==> config.mk <==
export PLATFORM = sky130hd
export DESIGN_NAME = mem_wb_access_stage
export DESIGN_NICKNAME = d
export VERILOG_FILES = /design/src/rtl/mem_wb_access_stage.sv
export SDC_FILE = /design/constraint.sdc
export NUM_CORES = 1
export LEC_CHECK = 0
export ABC_CLOCK_PERIOD_IN_PS = 2300
export BUFFER_PORTS_ARGS = -buffer_cell sky130_fd_sc_hd__buf_2
export CAP_MARGIN = 20
export CELL_PAD_IN_SITES_DETAIL_PLACEMENT = 2
export CELL_PAD_IN_SITES_GLOBAL_PLACEMENT = 2
export CORE_UTILIZATION = 28
export CTS_CLUSTER_DIAMETER = 100
export DETAILED_ROUTE_END_ITERATION = 6
export PLACE_DENSITY_LB_ADDON = 0.1
export SLEW_MARGIN = 20
export SYNTH_ARGS = -nofsm -noshare
export SYNTH_HDL_FRONTEND = slang
export SYNTH_SLANG_ARGS = --single-unit
==> constraint.sdc <==
create_clock -name clk -period 2.3 [get_ports clk]
set_input_delay 0.69 -clock clk [delete_from_list [all_inputs] [get_ports clk]]
set_output_delay 0.69 -clock clk [all_outputs]
set_load 0.05 [all_outputs]
==> src/rtl/mem_wb_access_stage.sv <==
// MEM/WB access stage: runs a req/ack data-memory access for loads and
// stores, formats load data, and registers the writeback values.
module mem_wb_access_stage #(
   parameter int TIMEOUT = 16
) (
   input  logic        clk,
   input  logic        reset,
   input  logic        RegWriteM,
   input  logic        MemtoRegM,
   input  logic        MemWriteM,
   input  logic [1:0]  SizeM,
   input  logic        SignedM,
   input  logic [31:0] ALUOutM,
   input  logic [31:0] WriteDataM,
   input  logic [4:0]  WriteRegM,
   output logic        StallM,
   output logic        bus_req,
   output logic        bus_we,
   output logic [31:0] bus_addr,
   output logic [3:0]  bus_be,
   output logic [31:0] bus_wdata,
   input  logic        bus_ack,
   input  logic [31:0] bus_rdata,
   output logic [31:0] ResultW,
   output logic [4:0]  WriteRegW,
   output logic        RegWriteW,
   output logic        AddrErrW,
   output logic        BusErrW
);

   localparam int CW = $clog2(TIMEOUT);

   typedef enum logic [1:0] {IDLE, BUSY, RESP} state_t;

   state_t         state_q, state_d;
   logic [CW-1:0]  cnt_q, cnt_d;

   logic [31:0]    addr_q;
   logic [1:0]     size_q;
   logic           signed_q;
   logic           we_q;
   logic [31:0]    wdata_q;
   logic           regWrite_q;
   logic [4:0]     writeReg_q;
   logic           abort_q;
   logic [31:0]    loadData_q;

   logic [31:0]    resultW_q, resultW_d;
   logic [4:0]     writeRegW_q, writeRegW_d;
   logic           regWriteW_q, regWriteW_d;
   logic           addrErrW_q, addrErrW_d;
   logic           busErrW_q, busErrW_d;

   logic           isAccess, isMisaligned, startAccess, timeoutHit;
   logic [3:0]     beLane;
   logic [31:0]    wdataLane;
   logic [7:0]     byteLane;
   logic [15:0]    halfLane;
   logic [31:0]    loadFmt;

   // Classify the incoming instruction: memory access or not, and whether its
   // address is legal for the requested size.
   always_comb begin
      isAccess     = MemtoRegM | MemWriteM;
      isMisaligned = ((SizeM == 2'd1) && ALUOutM[0]) ||
                     (SizeM[1] && (ALUOutM[1:0] != 2'b00));
      startAccess  = isAccess & ~isMisaligned;
      timeoutHit   = (cnt_q == CW'(TIMEOUT - 1));
   end

   // Byte enables and lane-replicated store data come from the captured access
   // so the bus stays stable for the whole request.
   always_comb begin
      beLane    = 4'b1111;
      wdataLane = wdata_q;
      case (size_q)
         2'd0: begin
            beLane    = 4'b0001 << addr_q[1:0];
            wdataLane = {4{wdata_q[7:0]}};
         end
         2'd1: begin
            beLane    = addr_q[1] ? 4'b1100 : 4'b0011;
            wdataLane = {2{wdata_q[15:0]}};
         end
         default: ;
      endcase
   end

   // Pick the addressed lane out of the read word and extend it to 32 bits.
   always_comb begin
      byteLane = bus_rdata[{addr_q[1:0], 3'b000} +: 8];
      halfLane = bus_rdata[{addr_q[1], 4'b0000} +: 16];
      case (size_q)
         2'd0:    loadFmt = {{24{signed_q & byteLane[7]}}, byteLane};
         2'd1:    loadFmt = {{16{signed_q & halfLane[15]}}, halfLane};
         default: loadFmt = bus_rdata;
      endcase
   end

   // State register and access timeout counter.
   always_ff @(posedge clk) begin
      if (reset) begin
         state_q <= IDLE;
         cnt_q   <= '0;
      end else begin
         state_q <= state_d;
         cnt_q   <= cnt_d;
      end
   end

   // Next state: an ack always wins over a timeout firing in the same cycle.
   always_comb begin
      state_d = state_q;
      cnt_d   = cnt_q;
      case (state_q)
         IDLE: begin
            cnt_d = '0;
            if (startAccess) state_d = BUSY;
         end
         BUSY: begin
            cnt_d = cnt_q + 1'b1;
            if (bus_ack || timeoutHit) state_d = RESP;
         end
         RESP:    state_d = IDLE;
         default: state_d = IDLE;
      endcase
   end

   // Stall, bus request and the value each W register loads next; stalled
   // cycles load a bubble.
   always_comb begin
      StallM      = 1'b0;
      bus_req     = 1'b0;
      resultW_d   = '0;
      writeRegW_d = '0;
      regWriteW_d = 1'b0;
      addrErrW_d  = 1'b0;
      busErrW_d   = 1'b0;
      case (state_q)
         IDLE: begin
            if (startAccess) begin
               StallM = 1'b1;
            end else if (isAccess) begin
               addrErrW_d = 1'b1;
            end else begin
               resultW_d   = ALUOutM;
               writeRegW_d = WriteRegM;
               regWriteW_d = RegWriteM;
            end
         end
         BUSY: begin
            StallM  = 1'b1;
            bus_req = 1'b1;
         end
         RESP: begin
            if (abort_q) begin
               busErrW_d = 1'b1;
            end else if (!we_q) begin
               resultW_d   = loadData_q;
               writeRegW_d = writeReg_q;
               regWriteW_d = regWrite_q;
            end
         end
         default: ;
      endcase
   end

   // Capture the access when it starts, then the read data or abort outcome.
   always_ff @(posedge clk) begin
      if (reset) begin
         addr_q     <= '0;
         size_q     <= '0;
         signed_q   <= 1'b0;
         we_q       <= 1'b0;
         wdata_q    <= '0;
         regWrite_q <= 1'b0;
         writeReg_q <= '0;
         abort_q    <= 1'b0;
         loadData_q <= '0;
      end else begin
         if (state_q == IDLE && startAccess) begin
            addr_q     <= ALUOutM;
            size_q     <= SizeM;
            signed_q   <= SignedM;
            we_q       <= MemWriteM;
            wdata_q    <= WriteDataM;
            regWrite_q <= RegWriteM;
            writeReg_q <= WriteRegM;
            abort_q    <= 1'b0;
         end
         if (state_q == BUSY) begin
            if (bus_ack) begin
               loadData_q <= loadFmt;
               abort_q    <= 1'b0;
            end else if (timeoutHit) begin
               abort_q <= 1'b1;
            end
         end
      end
   end

   // Writeback pipeline registers load every cycle.
   always_ff @(posedge clk) begin
      if (reset) begin
         resultW_q   <= '0;
         writeRegW_q <= '0;
         regWriteW_q <= 1'b0;
         addrErrW_q  <= 1'b0;
         busErrW_q   <= 1'b0;
      end else begin
         resultW_q   <= resultW_d;
         writeRegW_q <= writeRegW_d;
         regWriteW_q <= regWriteW_d;
         addrErrW_q  <= addrErrW_d;
         busErrW_q   <= busErrW_d;
      end
   end

   assign bus_we    = we_q;
   assign bus_addr  = {addr_q[31:2], 2'b00};
   assign bus_be    = beLane;
   assign bus_wdata = wdataLane;
   assign ResultW   = resultW_q;
   assign WriteRegW = writeRegW_q;
   assign RegWriteW = regWriteW_q;
   assign AddrErrW  = addrErrW_q;
   assign BusErrW   = busErrW_q;

endmodule

==> results of run 1 <==
[layout by cell type, fill, tap and decap left out, drive strengths merged, types with 3 or more instances in the layout]
cell type | Yosys | routed
mux2 | 23 | 23
a21oi | 86 | 86
a211oi | 25 | 25
nand3 | 15 | 15
buf | 74 | 249
nor2 | 70 | 70
a22oi | 39 | 39
clkinvlp | 0 | 3
nor3 | 3 | 3
dfxtp | 153 | 153
clkbuf | 32 | 19
inv | 3 | 9
a221oi | 9 | 9
o21ai | 19 | 19
nand3b | 8 | 8
a31o | 8 | 8
nor4 | 4 | 4
nand2 | 196 | 196
clkinv | 0 | 4
mux2i | 11 | 11
nand2b | 3 | 3
[Yosys cell counts, types with 2 or more instances]
| cell type | count |
|---|---|
| a211oi_1 | 25 |
| a21oi_1 | 86 |
| a221oi_1 | 9 |
| a22oi_1 | 39 |
| a31o_2 | 8 |
| buf_1 | 2 |
| buf_2 | 13 |
| buf_4 | 54 |
| buf_6 | 5 |
| clkbuf_1 | 31 |
| dfxtp_1 | 153 |
| inv_1 | 2 |
| mux2_2 | 23 |
| mux2i_1 | 11 |
| nand2_1 | 195 |
| nand2b_1 | 2 |
| nand3_1 | 15 |
| nand3b_1 | 8 |
| nor2_1 | 70 |
| nor2b_1 | 2 |
| nor3_1 | 3 |
| nor3b_1 | 2 |
| nor4_1 | 3 |
| o21ai_0 | 14 |
| o21ai_1 | 4 |
[final cells by class]
type / count / area (um2)
fill: 2704 / 14800
sequential: 153 / 3070
multi-input combinational: 539 / 3020
timing repair buffer: 249 / 1570
clock buffer: 19 / 433
tap: 319 / 399
clock inverter: 13 / 109
inverter: 3 / 11.3
antenna: 2 / 5.00
[stage by stage]
stage | area, um2 | cells | total power, mW | util (%) | TNS, ns
after global routing | 8610 | 1295 | 7.35 | 36.8 | -0.144
after floorplan | 6680 | 801 | 3.97 | - | -0.0852
after CTS | 8520 | 1293 | 7.11 | 36.4 | -0.232
after global placement | 7870 | 1261 | 4.35 | 33.6 | 0
final | 8620 | 1297 | 7.01 | 36.8 | 0
after detailed placement | 7870 | 1261 | 4.39 | 33.6 | 0
[what timing repair did]
item                                    in CTS  in global routing
setup buffers                                0                  2
gates resized for setup                     35                 21
pin swaps                                    1                  1
hold endpoints to repair                     0                  0
endpoints found under the setup margin      27                 19
[routing by layer]
metal | global-route usage, % | up-vias | wire [um]
li1 | - | 3015 | -
met1 | 23.6 | 3041 | 10400
met2 | 34.4 | 158 | 11600
met3 | 5.17 | 33 | 1180
met4 | 6.26 | 8 | 348
met5 | 0 | - | 51
[power by group]
group | switching [mW] | total, mW | internal [mW] | leakage (nW)
Combinational | 0.987 | 1.47 | 0.483 | 2.05
Clock | 1.23 | 2.64 | 1.41 | 0.257
Sequential | 0.106 | 2.91 | 2.80 | 1.25
[worst reg2reg max path: stages, from the launching register on]
cell and delay [ns]:
dfxtp_1 0.59, mux2i_1 0.33, and3b_1 0.25, nor4_4 0.51, a221oi_1 0.19
[state kept, by name (all words and copies together), names as in the netlist, 2 cells and up]
signal	count
addr_q	32
loadData_q	32
size_q	2
cnt_q	4
ResultW	32
WriteRegW	5
writeReg_q	5
state_q	2
wdata_q	32
[cells by family after synthesis]
family                     synth area share, %
buffers and inverters                     10.0
DFF                                       46.1
muxes                                     5.55
AOI/OAI and AO/OA                         18.8
other                                   0.0564
adders and majority gates                0.188
and+or+nand+nor                           19.4
[path summary, 6_finish.rpt]
check	startpoint	depth (start not counted)	end
max	size_q[0]	4	bus_wdata[10]
min	addr_q[5]	2	addr_q[5]
max reg2reg	addr_q[1]	4	loadData_q[12]
min reg2reg	addr_q[5]	2	addr_q[5]
==> out/metrics.csv, run 1 <==
stage,metric,value,unit
logic_synthesis,Synth top area share,46.1,%
timing,final worst slack,0.0309,ns
global_routing,GRT Overall Usage,19.8,%
worst_setup_path,crit path capture type,output pin,
route,Avg WL per Cell,18.2,um
global_routing,initial antenna violation count,5,
logic_synthesis,Post-Syn Instances,800,
finish,Area Growth Syn to Fin,29.6,%
route,total routed wirelength,23600,um
logic_synthesis,number of synthesized flops with an enable pin,0,
pwr,"IR drop worst, VDD",0.437,mV
timing,RSZ-0062 raised after global routing,true,
logic_synthesis,"Avg Cell Area, Syn",8.31,um2
clock_network,CTS tree,done,
status,outcome,finished clean,
logic_synthesis,"top cells by area, synth","dfxtp_1 (46%), nand2_1 (11%), a21oi_1 (6.5%), buf_4 (6.1%), a22oi_1 (4.4%)",
worst_setup_path,CP Launch Type,flip-flop,
die,Starting Density,28.4,%
timing,Max-slew headroom,50.8,%
route,Iter 0 DRT Violations,192,
worst_setup_path,"Critical Path, Cell by Cell",nor2_4 > buf_6 > mux2_2 > buf_6,
worst_setup_path,Critical Path AT,1.58,ns
logic_synthesis,"FF+latch count, synth",153,
die,Cell Rows,56,
route,vias post-DR,6255,
route,drc violations,0,
clock_network,cts hold-fix bufs,0,
route,Vias/cell,4.82,
global_routing,number of global-route vias before repair,6688,
logic_synthesis,Synth area leader,dfxtp_1,
timing,post-layout minimum cycle time,2.27,ns
clock_network,Root Buffer,clkbuf_16,
logic_synthesis,yosys warns,0,
worst_setup_path,R2R setup slack,0.29,ns
timing,Fmax,441,MHz
logic_synthesis,library cells used by synthesis,46,
placement,post-detail-place hpwl,17000,um
global_routing,total congestion overflow,0,
worst_setup_path,worst-path fanout max,4,
clock_network,"Reg clk slew, reported paths",0.07,ns
clock_network,H-tree lvl count,4,
die,die height,156,um
worst_setup_path,WP buf/inv,2,
clock_network,number of CTS-inserted buffers,17,
finish,share of cells above drive strength 1,34.3,%
die,Die W,156,um
pwr,Lkg Pwr,3.56,nW
timing,final hold vios,0,
worst_setup_path,critical path's top delay family,flip-flops,
clock_network,clk sinks,153,
route,post-route ant nets,0,
worst_setup_path,crit path max-delay cell type,dfxtp_4,
pwr,power per cell area,814,nW/um2
job,Max Cap Viol,0,
die,Placeable Area,23400,um2
logic_synthesis,post-synthesis sequential area ratio,46.1,%
worst_setup_path,max incr delay on CP,0.38,ns
clock_network,CTS max path bufs,2,
worst_setup_path,CP dominant cell by count,buf_6,
die,Boundary Pins,221,
timing,pin slew with the least headroom to its limit,0.736,ns
timing,hold_ws,0.456,ns
worst_hold_path,Hold WC Path Type,reg2reg,
finish,post-layout net count,1074,
timing,Setup Skew,0.0122,ns
logic_synthesis,ys async rst share,0,%
global_routing,first-pass GRT wire length,36800,um
global_routing,largest net degree at the start of global routing,107,
route,number of detailed-route iterations in the first pass,4,
die,die area,24400,um2
logic_synthesis,Post-synth top flop,dfxtp_1,
worst_setup_path,critical path type,reg2out,
timing,Final Max Tran Viols,0,
worst_setup_path,Worst Path Required,1.61,ns
timing,endpoints failing setup,0,
logic_synthesis,Post-Syn Area,6650,um2
placement,PortBufs,218,
placement,placer congestion estimate,0.792,
clock_network,Worst-Skew Late Latency,0.43,ns
placement,pre-CTS worst setup slack,0.00792,ns
timing,period utilization,98.7,%
Power figures use the tool's default switching activity.
==> inputs of run 2 (changes only) <==
- ABC_CLOCK_PERIOD_IN_PS: 2300 -> 2400
- clock period: 2.3 -> 2.4 ns (I/O delays scaled with it)
==> out/metrics.csv, run 2 (synthesized netlist as in run 1, its figures left out) <==
stage,metric,value,unit,change
timing,post-layout minimum cycle time,2.33,ns,
finish,fillcell total,2752,,"was 2,704"
pwr,Logic pwr share,19.9,%,was 21.0%
die,die height,156,um,unchanged
finish,share of cells above drive strength 1,33.7,%,was 34.3%
pwr,sw power,2.26,mW,was 2.32 mW
die,die area,24400,um2,unchanged
worst_setup_path,max incr delay on CP,0.39,ns,was 0.38 ns
worst_setup_path,critical path's top delay family,flip-flops,,unchanged
route,Avg WL per Cell,17.9,um,was 18.2 um
placement,dpl cells,1258,,"was 1,261"
global_routing,largest net degree at the start of global routing,99,,was 107
global_routing,GRT Overall Usage,19.2,%,was 19.8%
route,vias post-DR,6232,,"was 6,255"
worst_setup_path,WP buf/inv,2,,unchanged
worst_setup_path,R2R setup slack,0.34,ns,was 0.29 ns
worst_setup_path,crit path capture type,output pin,,unchanged
clock_network,CTS tree,done,,unchanged
timing,final hold vios,0,,unchanged
finish,Multi-input gate area,2940,um2,was 3020 um2
pwr,sequential group share of total power,41.2,%,was 41.4%
worst_setup_path,critical path depth,4,,unchanged
worst_setup_path,CP Launch Type,flip-flop,,unchanged
worst_setup_path,Worst Path Required,1.68,ns,was 1.61 ns
clock_network,Worst-Skew Late Latency,0.43,ns,about the same
route,total routed wirelength,23300,um,"was 23,600 um"
status,outcome,"complete, but fails checks",,was finished clean
clock_network,"Reg clk slew, reported paths",0.06,ns,was 0.07 ns
worst_setup_path,Critical Path AT,1.61,ns,was 1.58 ns
timing,Setup Skew,0.0126,ns,was 0.0122 ns
timing,Final Max Tran Viols,0,,unchanged
die,Die W,156,um,unchanged
pwr,sw frac,33.5,%,was 33.1%
timing,Fmax,429,MHz,
timing,final worst slack,0.0710,ns,was 0.0309 ns
worst_setup_path,Worst Reg-to-Reg Cells,4,,unchanged
route,post-route ant nets,0,,unchanged
die,Boundary Pins,221,,unchanged
finish,"commonest non-fill, non-tap cells in the layout","buf_2 (205), nand2_1 (195), dfxtp_1 (149)",,"was buf_2 (198), nand2_1 (195), dfxtp_1 (151)"
finish,final cell count without fillers,1297,,unchanged
global_routing,total congestion overflow,0,,unchanged
finish,"commonest non-fill, non-tap cell in the layout",buf_2,,unchanged
route,drc violations,2,,was 0
pwr,"IR drop worst, VDD",0.398,mV,was 0.437 mV
worst_setup_path,CP dominant cell by count,buf_4,,was buf_6
route,Vias/cell,4.80,,was 4.82
placement,placer congestion estimate,0.792,,about the same
global_routing,first-pass GRT wire length,36000,um,"was 36,800 um"
global_routing,number of global-route vias before repair,6618,,"was 6,688"
worst_setup_path,critical path type,reg2out,,unchanged
timing,period utilization,97.0,%,
clock_network,Root Buffer,clkbuf_16,,unchanged
worst_setup_path,worst reg2reg path endpoint,loadData_q[8],,was loadData_q[12]
timing,Max-slew headroom,62.4,%,was 50.8%
route,number of detailed-route iterations in the first pass,7,,was 4
clock_network,clk sinks,153,,unchanged
die,Cell Rows,56,,unchanged
pwr,Lkg Pwr,3.50,nW,was 3.56 nW
worst_setup_path,"Critical Path, Cell by Cell",nor2_2 > buf_4 > mux2_2 > buf_4,,was nor2_4 > buf_6 > mux2_2 > buf_6
die,Placeable Area,23400,um2,unchanged
worst_setup_path,crit path launch,size_q[1],,was size_q[0]
clock_network,H-tree lvl count,4,,unchanged
finish,Area Growth Syn to Fin,27.1,%,was 29.6%
timing,endpoints failing setup,0,,unchanged
finish,register area,3070,um2,unchanged
worst_setup_path,crit path max-delay cell type,dfxtp_4,,unchanged
route,Iter 0 DRT Violations,217,,was 192
timing,RSZ-0062 raised after global routing,false,,was true
pwr,Clock Power Share,39.0,%,was 37.6%
placement,PortBufs,218,,unchanged
pwr,internal power,4.50,mW,was 4.69 mW
status,failing checks,design-rule violations,,
placement,post-detail-place hpwl,16700,um,"was 17,000 um"
pwr,power per cell area,800,nW/um2,was 814 nW/um2
clock_network,CTS max path bufs,2,,unchanged
timing,pin slew with the least headroom to its limit,0.559,ns,was 0.736 ns
worst_setup_path,worst-path fanout max,8,,was 4
timing,Final TNS setup,0,ns,unchanged
finish,post-layout net count,1073,,"was 1,074"
worst_hold_path,Hold WC Path Type,reg2reg,,unchanged
worst_setup_path,CP Capture Point,bus_wdata[8],,was bus_wdata[10]
worst_setup_path,reg2reg start,addr_q[1],,unchanged
placement,pre-CTS worst setup slack,0.0196,ns,was 0.00792 ns
die,Starting Density,28.4,%,unchanged
job,Max Cap Viol,0,,unchanged
global_routing,initial antenna violation count,6,,was 5
clock_network,number of CTS-inserted buffers,17,,unchanged
[run 2: per-layer routing]
layer	GRT usage (%)	vias up	wire length (um)
met1	23.3	3035	10200
met5	0	-	39
met3	4.81	23	1250
met4	5.23	6	274
met2	33.5	152	11500
li1	-	3016	-
[run 2: worst min-delay path by stage]
stage,startpoint,slack [ns],endpoint,cells past startpoint
2_1_floorplan,abort_q,0.43,BusErrW,2
3_3_place_gp,wdata_q[18],0.44,wdata_q[18],2
3_5_place_dp,addr_q[11],0.45,addr_q[11],2
4_1_cts,addr_q[11],0.46,addr_q[11],2
5_1_grt,regWrite_q,0.48,regWrite_q,2
6_report,addr_q[11],0.45,addr_q[11],2
[run 2: final cells by class]
| type | count | share of cell area, % |
|---|---|---|
| repair buffers | 248 | 17.1 |
| inverters | 3 | 0.178 |
| diodes | 3 | 0.0888 |
| multi-input cells | 539 | 34.8 |
| flip-flops and latches | 153 | 36.3 |
| clock buffers | 18 | 5.19 |
| clock inverters | 14 | 1.55 |
| well taps | 319 | 4.72 |
[run 2: power groups by stage]
| stage | combinational (mW) | sequential (mW) | clock [mW] |
|---|---|---|---|
| floorplan | 0.920 | 2.87 | 0 |
| detailed placement | 1.34 | 2.85 | 0 |
| global route | 1.45 | 2.81 | 2.83 |
| finish | 1.34 | 2.79 | 2.64 |
| global placement | 1.31 | 2.84 | 0 |
| CTS | 1.36 | 2.79 | 2.73 |
[run 2: worst min-delay path, cell delays in order (launching register included)]
cell	delay, ns
dfxtp_1	0.31
nand2_1	0.05
a21oi_1	0.05
[run 2: repair_timing]
item                       CTS  global route
cloned                       0             0
hold buffers                 0             0
setup buffers                0             4
setup endpoints to repair   20            20
resized for setup           12             9
[run 2: through the flow]
step	hold WS [ns]	instance area (um2)	utilization [%]	power [mW]
6_report	0.455	8450	36.1	6.77
5_1_grt	0.483	8450	36.1	7.09
3_3_place_gp	0.438	7790	33.3	4.15
3_5_place_dp	0.448	7790	33.3	4.19
4_1_cts	0.458	8400	35.9	6.87
2_1_floorplan	0.431	6650	-	3.79
